**src/rtl/uart_pkg.sv**
```systemverilog
// Shared types and constants for the UART time-set frame parser.
package uart_pkg;

    typedef enum logic [2:0] {
        IDLE,
        HOUR,
        MIN,
        SEC,
        CHK
    } state_t;

    localparam logic [7:0] MAX_HOURS         = 8'd24;
    localparam logic [7:0] MAX_MINSEC        = 8'd60;
    localparam logic [7:0] DEFAULT_SYNC_BYTE = 8'h54;

endpackage

```
**src/rtl/uart_time_set_parser_if.sv**
```systemverilog
// Byte stream in from the UART receiver, validated time and error status out.
interface uart_time_set_parser_if;

    logic       i_RX_DV;
    logic [7:0] i_RX_Byte;
    logic       o_set_valid;
    logic [4:0] o_hours;
    logic [5:0] o_minutes;
    logic [5:0] o_seconds;
    logic       o_frame_err;
    logic [7:0] o_err_count;

    modport master (
        output i_RX_DV, i_RX_Byte,
        input  o_set_valid, o_hours, o_minutes, o_seconds, o_frame_err, o_err_count
    );

    modport slave (
        input  i_RX_DV, i_RX_Byte,
        output o_set_valid, o_hours, o_minutes, o_seconds, o_frame_err, o_err_count
    );

endinterface

```
**src/rtl/uart_byte_timeout.sv**
```systemverilog
// Inter-byte watchdog: counts idle clocks while a frame is open, restarted by each byte.
module uart_byte_timeout #(
    parameter int unsigned TIMEOUT_CLKS = 1_000_000
) (
    input  logic clk,
    input  logic rst,
    input  logic active,
    input  logic clear,
    output logic expire
);

    localparam int unsigned W = (TIMEOUT_CLKS > 2) ? $clog2(TIMEOUT_CLKS) : 1;
    localparam logic [W-1:0] LAST = W'(TIMEOUT_CLKS - 1);

    logic [W-1:0] count;

    // A byte landing on the expiry cycle suppresses the expiry.
    assign expire = active && !clear && (count == LAST);

    always_ff @(posedge clk) begin
        if (!rst || clear || !active) begin
            count <= '0;
        end else if (count != LAST) begin
            count <= count + W'(1);
        end
    end

endmodule

```
**src/rtl/uart_time_set_parser.sv**
```systemverilog
// Assembles 5-byte time-set frames (sync, H, M, S, XOR checksum) and emits a validated load strobe.
module uart_time_set_parser
    import uart_pkg::*;
#(
    parameter logic [7:0]  SYNC_BYTE    = DEFAULT_SYNC_BYTE,
    parameter int unsigned TIMEOUT_CLKS = 1_000_000
) (
    input  logic                   clk,
    input  logic                   rst,
    uart_time_set_parser_if.slave  bus
);

    state_t     state;
    logic [7:0] chk;
    logic [7:0] hours_sh;
    logic [7:0] minutes_sh;
    logic [7:0] seconds_sh;
    logic       set_valid;
    logic [4:0] hours;
    logic [5:0] minutes;
    logic [5:0] seconds;
    logic       frame_err;
    logic [7:0] err_count;

    logic expire;
    logic frame_ok;
    logic reject;

    uart_byte_timeout #(
        .TIMEOUT_CLKS(TIMEOUT_CLKS)
    ) u_timeout (
        .clk    (clk),
        .rst    (rst),
        .active (state != IDLE),
        .clear  (bus.i_RX_DV),
        .expire (expire)
    );

    // Range check uses the full shadow byte so out-of-range values are never truncated into range.
    assign frame_ok = (bus.i_RX_Byte == chk) &&
                      (hours_sh < MAX_HOURS) &&
                      (minutes_sh < MAX_MINSEC) &&
                      (seconds_sh < MAX_MINSEC);

    assign reject = (bus.i_RX_DV && (state == CHK) && !frame_ok) || expire;

    always_ff @(posedge clk) begin
        if (!rst) begin
            state      <= IDLE;
            chk        <= '0;
            hours_sh   <= '0;
            minutes_sh <= '0;
            seconds_sh <= '0;
            set_valid  <= 1'b0;
            hours      <= '0;
            minutes    <= '0;
            seconds    <= '0;
            frame_err  <= 1'b0;
            err_count  <= '0;
        end else begin
            set_valid <= 1'b0;
            frame_err <= reject;
            if (reject && (err_count != 8'hFF)) begin
                err_count <= err_count + 8'd1;
            end

            if (bus.i_RX_DV) begin
                case (state)
                    IDLE: begin
                        if (bus.i_RX_Byte == SYNC_BYTE) begin
                            chk   <= SYNC_BYTE;
                            state <= HOUR;
                        end
                    end
                    HOUR: begin
                        hours_sh <= bus.i_RX_Byte;
                        chk      <= chk ^ bus.i_RX_Byte;
                        state    <= MIN;
                    end
                    MIN: begin
                        minutes_sh <= bus.i_RX_Byte;
                        chk        <= chk ^ bus.i_RX_Byte;
                        state      <= SEC;
                    end
                    SEC: begin
                        seconds_sh <= bus.i_RX_Byte;
                        chk        <= chk ^ bus.i_RX_Byte;
                        state      <= CHK;
                    end
                    CHK: begin
                        state <= IDLE;
                        if (frame_ok) begin
                            hours     <= hours_sh[4:0];
                            minutes   <= minutes_sh[5:0];
                            seconds   <= seconds_sh[5:0];
                            set_valid <= 1'b1;
                        end
                    end
                    default: state <= IDLE;
                endcase
            end else if (expire) begin
                state <= IDLE;
            end
        end
    end

    assign bus.o_set_valid = set_valid;
    assign bus.o_hours     = hours;
    assign bus.o_minutes   = minutes;
    assign bus.o_seconds   = seconds;
    assign bus.o_frame_err = frame_err;
    assign bus.o_err_count = err_count;

endmodule

```
**src/flat_wrapper.sv**
```systemverilog
// flat-port wrapper written by rule: the top's interface ports become plain ports
module uart_time_set_parser_flat import uart_pkg::*;
#(
    parameter logic [7:0]  SYNC_BYTE    = DEFAULT_SYNC_BYTE,
    parameter int unsigned TIMEOUT_CLKS = 1_000_000
)
  (clk, rst, bus_i_RX_DV, bus_i_RX_Byte, bus_o_set_valid, bus_o_hours, bus_o_minutes, bus_o_seconds, bus_o_frame_err, bus_o_err_count);
  uart_time_set_parser_if bus_i ();
  input  logic clk;
  input  logic rst;
  input wire logic [$bits(bus_i.i_RX_DV)-1:0] bus_i_RX_DV;
  input wire logic [$bits(bus_i.i_RX_Byte)-1:0] bus_i_RX_Byte;
  output wire logic [$bits(bus_i.o_set_valid)-1:0] bus_o_set_valid;
  output wire logic [$bits(bus_i.o_hours)-1:0] bus_o_hours;
  output wire logic [$bits(bus_i.o_minutes)-1:0] bus_o_minutes;
  output wire logic [$bits(bus_i.o_seconds)-1:0] bus_o_seconds;
  output wire logic [$bits(bus_i.o_frame_err)-1:0] bus_o_frame_err;
  output wire logic [$bits(bus_i.o_err_count)-1:0] bus_o_err_count;
  assign bus_i.i_RX_DV = bus_i_RX_DV;
  assign bus_i.i_RX_Byte = bus_i_RX_Byte;
  assign bus_o_set_valid = bus_i.o_set_valid;
  assign bus_o_hours = bus_i.o_hours;
  assign bus_o_minutes = bus_i.o_minutes;
  assign bus_o_seconds = bus_i.o_seconds;
  assign bus_o_frame_err = bus_i.o_frame_err;
  assign bus_o_err_count = bus_i.o_err_count;
  uart_time_set_parser #(.SYNC_BYTE(SYNC_BYTE), .TIMEOUT_CLKS(TIMEOUT_CLKS)) u_core (.clk(clk), .rst(rst), .bus(bus_i));
endmodule
```
**config.mk**
```make
export PLATFORM = sky130hd
export DESIGN_NAME = uart_time_set_parser_flat
export DESIGN_NICKNAME = d
export VERILOG_FILES = /design/src/rtl/uart_pkg.sv /design/src/rtl/uart_time_set_parser_if.sv /design/src/rtl/uart_byte_timeout.sv /design/src/rtl/uart_time_set_parser.sv /design/src/flat_wrapper.sv
export SDC_FILE = /design/constraint.sdc
export NUM_CORES = 1
export LEC_CHECK = 0
export ABC_AREA = 0
export BUFFER_PORTS_ARGS = -buffer_cell sky130_fd_sc_hd__buf_2
export CAP_MARGIN = 5
export CORE_MARGIN = 2
export CORE_UTILIZATION = 60
export CTS_CLUSTER_DIAMETER = 200
export CTS_CLUSTER_SIZE = 20
export DETAILED_ROUTE_END_ITERATION = 10
export PLACE_DENSITY = 0.81
export SYNTH_ARGS = -nofsm -noshare
export SYNTH_HDL_FRONTEND = slang
export SYNTH_SLANG_ARGS = --single-unit
```
**constraint.sdc**
```tcl
create_clock -name clk -period 4.18 [get_ports clk]
set_input_delay 0.418 -clock clk [delete_from_list [all_inputs] [get_ports clk]]
set_output_delay 0.418 -clock clk [all_outputs]
set_load 0.01 [all_outputs]
```
==> impl_metrics.json, run 1 <==
{
  "crit_fanout": 18,
  "initial_core_util": 0.6267,
  "irDropWorstVdd_mv": 0.1900,
  "grt_pass1_vias": 2678,
  "finClkSkew_ns": 0.008621,
  "clk_pin_slew_ns": 0.09,
  "pin_count": 38,
  "cts_root_buf": "clkbuf_8",
  "cts_buffers": 9,
  "place.gp.congestion": 0.8365,
  "die_w_um": 80.31,
  "hold_class": "input pin to flip-flop",
  "synth_cells": 427,
  "finalHoldViolations": 0,
  "mostFrequentLayoutCells": "nand2_1, dfxtp_1, a21oi_1, nor2_1, buf_2",
  "finalSetupTns_ns": 0,
  "fin_crit_sh": 0.6234,
  "cts_num_sinks": 82,
  "final_cells": 526,
  "timing.slew.headroom": 0.2677,
  "track_usage": 0.2393,
  "grt_max_degree": 40,
  "p_leak_nw": 1.449,
  "drv_slew": 0,
  "ys_ff_latch": 82,
  "finish.utilization": 0.7003,
  "yosys-top-cells-area": "dfxtp_1, nand2_1, a21oi_1",
  "p_per_area_nw_per_um2": 379.8,
  "cts-htree-levels": 3,
  "endpoint_kind": "flip-flop",
  "max_freq_mhz": 383.8,
  "setup_viol": 0,
  "dp_hpwl_mm": 4.900,
  "status": "finished clean",
  "syn2layout_area_growth_pct": 11.75,
  "placed_cells": 510,
  "drt-pass1-iter-count": 4,
  "fin_crit_ns": 2.606,
  "worstMarginPinSlew_ns": 1.092,
  "drt_iter0_drc": 166,
  "clock_latency_ns": 0.36,
  "grt_overflow": 0,
  "seq_area_frac_synth": 0.4699,
  "grt_pass1_wl_mm": 11.90,
  "yosysWarnings": 0,
  "antenna_found_initial": 0,
  "yosysTopAreaCell": "dfxtp_1",
  "arrival_ns": 2.85,
  "synth_edf_count": 0,
  "wl_met2_mm": 3.361,
  "coreArea_um2": 5574,
  "rows": 27,
  "postCtsSetupBuffers": 0,
  "cts_max_path_buffers": 2,
  "die-area_um2": 6449,
  "postRouteAntennaNets": 0,
  "drc": 0,
  "synth_area_per_cell_um2": 8.181,
  "ys.flop_type": "dfxtp_1",
  "ctsResizeCount": 0,
  "num_antenna_cells": 0,
  "final_nets": 462,
  "path_class": "flip-flop to flip-flop",
  "via_per_inst": 5.635,
  "start_kind": "flip-flop",
  "m1WireLength_mm": 3.290,
  "routed-wl-met3_um": 443,
  "required_ns": 4.43,
  "async_flop_share": 0,
  "vias": 2964,
  "die_h_um": 80.31,
  "io_buffers": 37,
  "highest_layer": "met4",
  "fill_cells": 465,
  "cts_hold_buf": 0,
  "rsz0062_at_grt": "no",
  "cap_violations": 0,
  "syn_area_um2": 3493,
  "finalWirelength_mm": 7.236,
  "drive_above_1_share": 0.1454,
  "post_drt_wl_per_cell_um": 13.76,
  "ys_types": 42,
  "cts_tree": "yes",
  "synth_top_area_share": 0.4699,
  "syn_nets": 440
}
-- path summary, 6_finish.rpt --
path              slack [ns]                         to                    start  cells past startpoint
setup / recovery        1.57      u_core.bus.o_hours[2]       u_core.hours_sh[5]                      6
hold / removal          0.34  u_core.bus.o_err_count[6]                      rst                      2
setup reg to reg        1.57      u_core.bus.o_hours[2]       u_core.hours_sh[5]                      6
hold reg to reg         0.45    u_core.bus.o_minutes[2]  u_core.bus.o_minutes[2]                      2
-- worst max-delay path, cell delays in order (launching register included) --
cell and delay (ns):
dfxtp_1 0.31, nor4_1 0.32, nand4_1 0.20, nor4_4 0.65, nand2_1 0.61, mux2i_1 0.32, nor2_1 0.06
-- registers in the layout (all words and copies together) (netlist names) --
| signal | cells |
|---|---|
| u_core.minutes_sh | 8 |
| u_core.chk | 8 |
| u_core.bus.o_minutes | 6 |
| u_core.bus.o_seconds | 6 |
| u_core.seconds_sh | 8 |
| u_core.bus.o_set_valid | 1 |
| u_core.hours_sh | 8 |
| u_core.u_timeout.count | 20 |
| u_core.bus.o_err_count | 8 |
| u_core.state | 3 |
| u_core.bus.o_hours | 5 |
| u_core.bus.o_frame_err | 1 |
-- routing by layer --
layer,track usage,vias to the layer above
met2,0.3925,78
met3,0.07528,14
met5,0,-
met1,0.2931,1376
li1,-,1496
met4,0.09153,0
-- stage by stage --
step / setup slack, ns / power [mW] / area, µm² / hold WS (ns)
after CTS: 1.555 / 1.485 / 3904 / 0.3361
after floorplan: 2.080 / 0.8250 / 3493 / 0.4357
final: 1.574 / 1.483 / 3904 / 0.3365
after detailed placement: 1.505 / 0.8347 / 3667 / 0.4429
after global routing: 1.348 / 1.524 / 3904 / 0.3373
after global placement: 1.595 / 0.8339 / 3667 / 0.4397
-- area by class of cell --
type	instances	area (µm²)	share of cell area
Clock buffer	11	151.4	0.03878
Clock inverter	5	85.08	0.02179
Inverter	3	11.26	0.002885
Multi-Input combinational cell	315	1732	0.4436
Sequential cell	82	1642	0.4205
Tap cell	72	90.09	0.02308
Timing Repair Buffer	38	192.7	0.04936
-- cells in the mapped netlist, types with 3 or more instances --
| cell type | number |
|---|---|
| dfxtp_1 | 82 |
| nand2_1 | 82 |
| a21oi_1 | 48 |
| nor2_1 | 46 |
| clkbuf_1 | 26 |
| nand3_1 | 24 |
| xor2_1 | 16 |
| o21ai_0 | 13 |
| xnor2_1 | 10 |
| nand4_1 | 9 |
| and3_1 | 7 |
| mux2i_1 | 7 |
| or3_1 | 6 |
| nand3b_1 | 5 |
| nor3_1 | 4 |
| o21a_1 | 4 |
| a31oi_1 | 3 |
| and2_1 | 3 |
| or2_2 | 3 |
-- power breakdown --
group,switching [mW],internal [mW]
Combinational,0.0253,0.0105
Sequential,0.000328,0.781
Clock,0.294,0.372
Total,0.319,1.16
-- kinds of logic (layout without fill, tap and decap cells) --
| family | Yosys count | count (layout) | share of synthesized area |
|---|---|---|---|
| buffers and inverters | 30 | 57 | 0.03438 |
| AO/OA/AOI/OAI | 74 | 74 | 0.1153 |
| flip-flops | 82 | 82 | 0.4699 |
| AND/OR/NAND/NOR | 206 | 206 | 0.2880 |
| adder cells (fa/ha/maj) | 2 | 2 | 0.007162 |
| multiplexers | 7 | 7 | 0.02006 |
| XOR/XNOR | 26 | 26 | 0.06518 |
Note: power is estimated with default switching activity, not from simulation.
==> inputs of run 2 (changes only) <==
--- a/config.mk
+++ b/config.mk
@@ -9,11 +9,11 @@
 export BUFFER_PORTS_ARGS = -buffer_cell sky130_fd_sc_hd__buf_2
 export CAP_MARGIN = 5
 export CORE_MARGIN = 2
-export CORE_UTILIZATION = 60
+export CORE_UTILIZATION = 58
 export CTS_CLUSTER_DIAMETER = 200
 export CTS_CLUSTER_SIZE = 20
 export DETAILED_ROUTE_END_ITERATION = 10
-export PLACE_DENSITY = 0.81
+export PLACE_DENSITY = 0.79
 export SYNTH_ARGS = -nofsm -noshare
 export SYNTH_HDL_FRONTEND = slang
 export SYNTH_SLANG_ARGS = --single-unit
==> constraint.sdc (replaced) <==
create_clock -name clk -period 2.7 [get_ports clk]
set_input_delay 0.27 -clock clk [delete_from_list [all_inputs] [get_ports clk]]
set_output_delay 0.27 -clock clk [all_outputs]
set_load 0.01 [all_outputs]
==> run 2 against run 1 <==
Total power increased by 65%. Cell count up 1.1%. Maximum frequency up 16%. Sequential power increased by 55%. Worst setup slack worse by 1.1 ns. First-iteration DRC count increased by 9.6%. Core utilization shrank 2.6 points. Critical endpoint is now u_core.bus.o_err_count[3]. Cell area rose by 1.6%. Sequential share of layout area is 0.68 points lower. Clock skew up 0.0024 ns.
==> impl_metrics.json, run 2 (same netlist as run 1, synthesis figures left out) <==
{
  "arrival_ns": 2.53,
  "grt_pass1_vias": 2497,
  "irDropWorstVdd_mv": 0.4014,
  "placed_cells": 516,
  "max_freq_mhz": 444.7,
  "coreArea_um2": 5886,
  "reg2reg_depth": 6,
  "drt-pass1-iter-count": 4,
  "die-area_um2": 6660,
  "setup_ws_ns": 0.4515,
  "place_ws_ns": 0.4498,
  "min_from": "rst",
  "drive_above_1_share": 0.1510,
  "timing.slew.headroom": 0.5714,
  "num_antenna_cells": 0,
  "worstMarginPinSlew_ns": 0.6414,
  "min_to": "u_core.bus.o_err_count[6]",
  "rsz0062_at_grt": "no",
  "via_per_inst": 5.509,
  "die_h_um": 81.61,
  "fill_cells": 471,
  "fin_crit_ns": 2.248,
  "hold_class": "input pin to flip-flop",
  "place.gp.congestion": 0.8647,
  "grt_overflow": 0,
  "required_ns": 2.98,
  "final_cells": 532,
  "finalSetupTns_ns": 0,
  "status": "finished clean",
  "syn2layout_area_growth_pct": 13.57,
  "cts_root_buf": "clkbuf_8",
  "p_per_area_nw_per_um2": 618.4,
  "finalHoldViolations": 0,
  "drv_slew": 0,
  "ctsResizeCount": 0,
  "vias": 2931,
  "crit_fanout": 11,
  "track_usage": 0.2246,
  "fin_crit_sh": 0.8328,
  "max_flop_register": "u_core.u_timeout.count",
  "postRouteAntennaNets": 0,
  "cts_tree": "yes",
  "finalWirelength_mm": 7.086,
  "p_leak_nw": 1.481,
  "setup_viol": 0,
  "die_w_um": 81.61,
  "endpoint_kind": "flip-flop",
  "clock_latency_ns": 0.36,
  "cts_max_path_buffers": 2,
  "r2r-start": "u_core.u_timeout.count[6]",
  "cts_num_sinks": 82,
  "drt_iter0_drc": 182,
  "cap_violations": 0,
  "rows": 28,
  "start_kind": "flip-flop",
  "final_nets": 465,
  "finClkSkew_ns": 0.01098,
  "initial_core_util": 0.5935,
  "timing.rr.end": "u_core.bus.o_err_count[3]",
  "grt_max_degree": 60,
  "dp_hpwl_mm": 4.873,
  "r2r_slack_ns": 0.45,
  "cts_hold_buf": 0,
  "grt_pass1_wl_mm": 11.59,
  "post_drt_wl_per_cell_um": 13.32,
  "postCtsSetupBuffers": 0,
  "cts_buffers": 9,
  "largest_reg_flops": 20,
  "path_class": "flip-flop to flip-flop",
  "io_buffers": 37,
  "clk_pin_slew_ns": 0.08,
  "min_path_cells": 2,
  "drc": 0,
  "finish.utilization": 0.6741,
  "antenna_found_initial": 0,
  "pin_count": 38,
  "cts-htree-levels": 3,
  "mostFrequentLayoutCells": "nand2_1, dfxtp_1, a21oi_1, nor2_1, buf_2"
}
[run 2: critical path, stage by stage (launching register included)]
cell	delay, ns
dfxtp_1	0.37
or4_4	0.56
nor4_4	0.28
nand4_1	0.13
o21a_1	0.22
or3_2	0.48
a21oi_1	0.14
[run 2: how the worst max path moves through the flow]
stage,from,endpoint,slack (ns)
after floorplan,u_core.u_timeout.count[6],u_core.bus.o_err_count[6],0.60
after global routing,u_core.u_timeout.count[6],u_core.bus.o_err_count[3],0.31
final,u_core.u_timeout.count[6],u_core.bus.o_err_count[3],0.45
after CTS,u_core.u_timeout.count[6],u_core.bus.o_err_count[3],0.44
after global placement,u_core.u_timeout.count[6],u_core.bus.o_err_count[3],0.53
after detailed placement,u_core.u_timeout.count[6],u_core.bus.o_err_count[3],0.45
[run 2: power breakdown]
part	switching (mW)	internal [mW]	leakage, nW
clock	0.453	0.736	0.133
combinational	0.0392	0.0162	0.688
sequential	0.000521	1.21	0.660
total	0.493	1.96	1.48
[run 2: final cells by class]
type / count / area, µm² / area share
multi-input combinational: 315 / 1732 / 0.4365
sequential: 82 / 1642 / 0.4137
timing repair buffer: 41 / 215.2 / 0.05424
clock buffer: 10 / 137.6 / 0.03469
clock inverter: 6 / 136.4 / 0.03437
tap: 75 / 93.84 / 0.02365
inverter: 3 / 11.26 / 0.002838
[run 2: stage by stage]
step | power [mW] | instance area [µm²] | hold slack (ns)
after floorplan | 1.277 | 3493 | 0.4034
after global placement | 1.292 | 3694 | 0.4394
after detailed placement | 1.292 | 3694 | 0.4430
after CTS | 2.465 | 3968 | 0.1874
after global routing | 2.520 | 3968 | 0.2006
final | 2.454 | 3968 | 0.1998
[run 2: metal layers]
metal | vias to the layer above | track usage | share of wire
met5 | - | 0 | 0
met4 | 0 | 0.09000 | 0.016
met3 | 12 | 0.04286 | 0.048
met2 | 81 | 0.3402 | 0.45
met1 | 1335 | 0.3160 | 0.49
li1 | 1503 | - | -
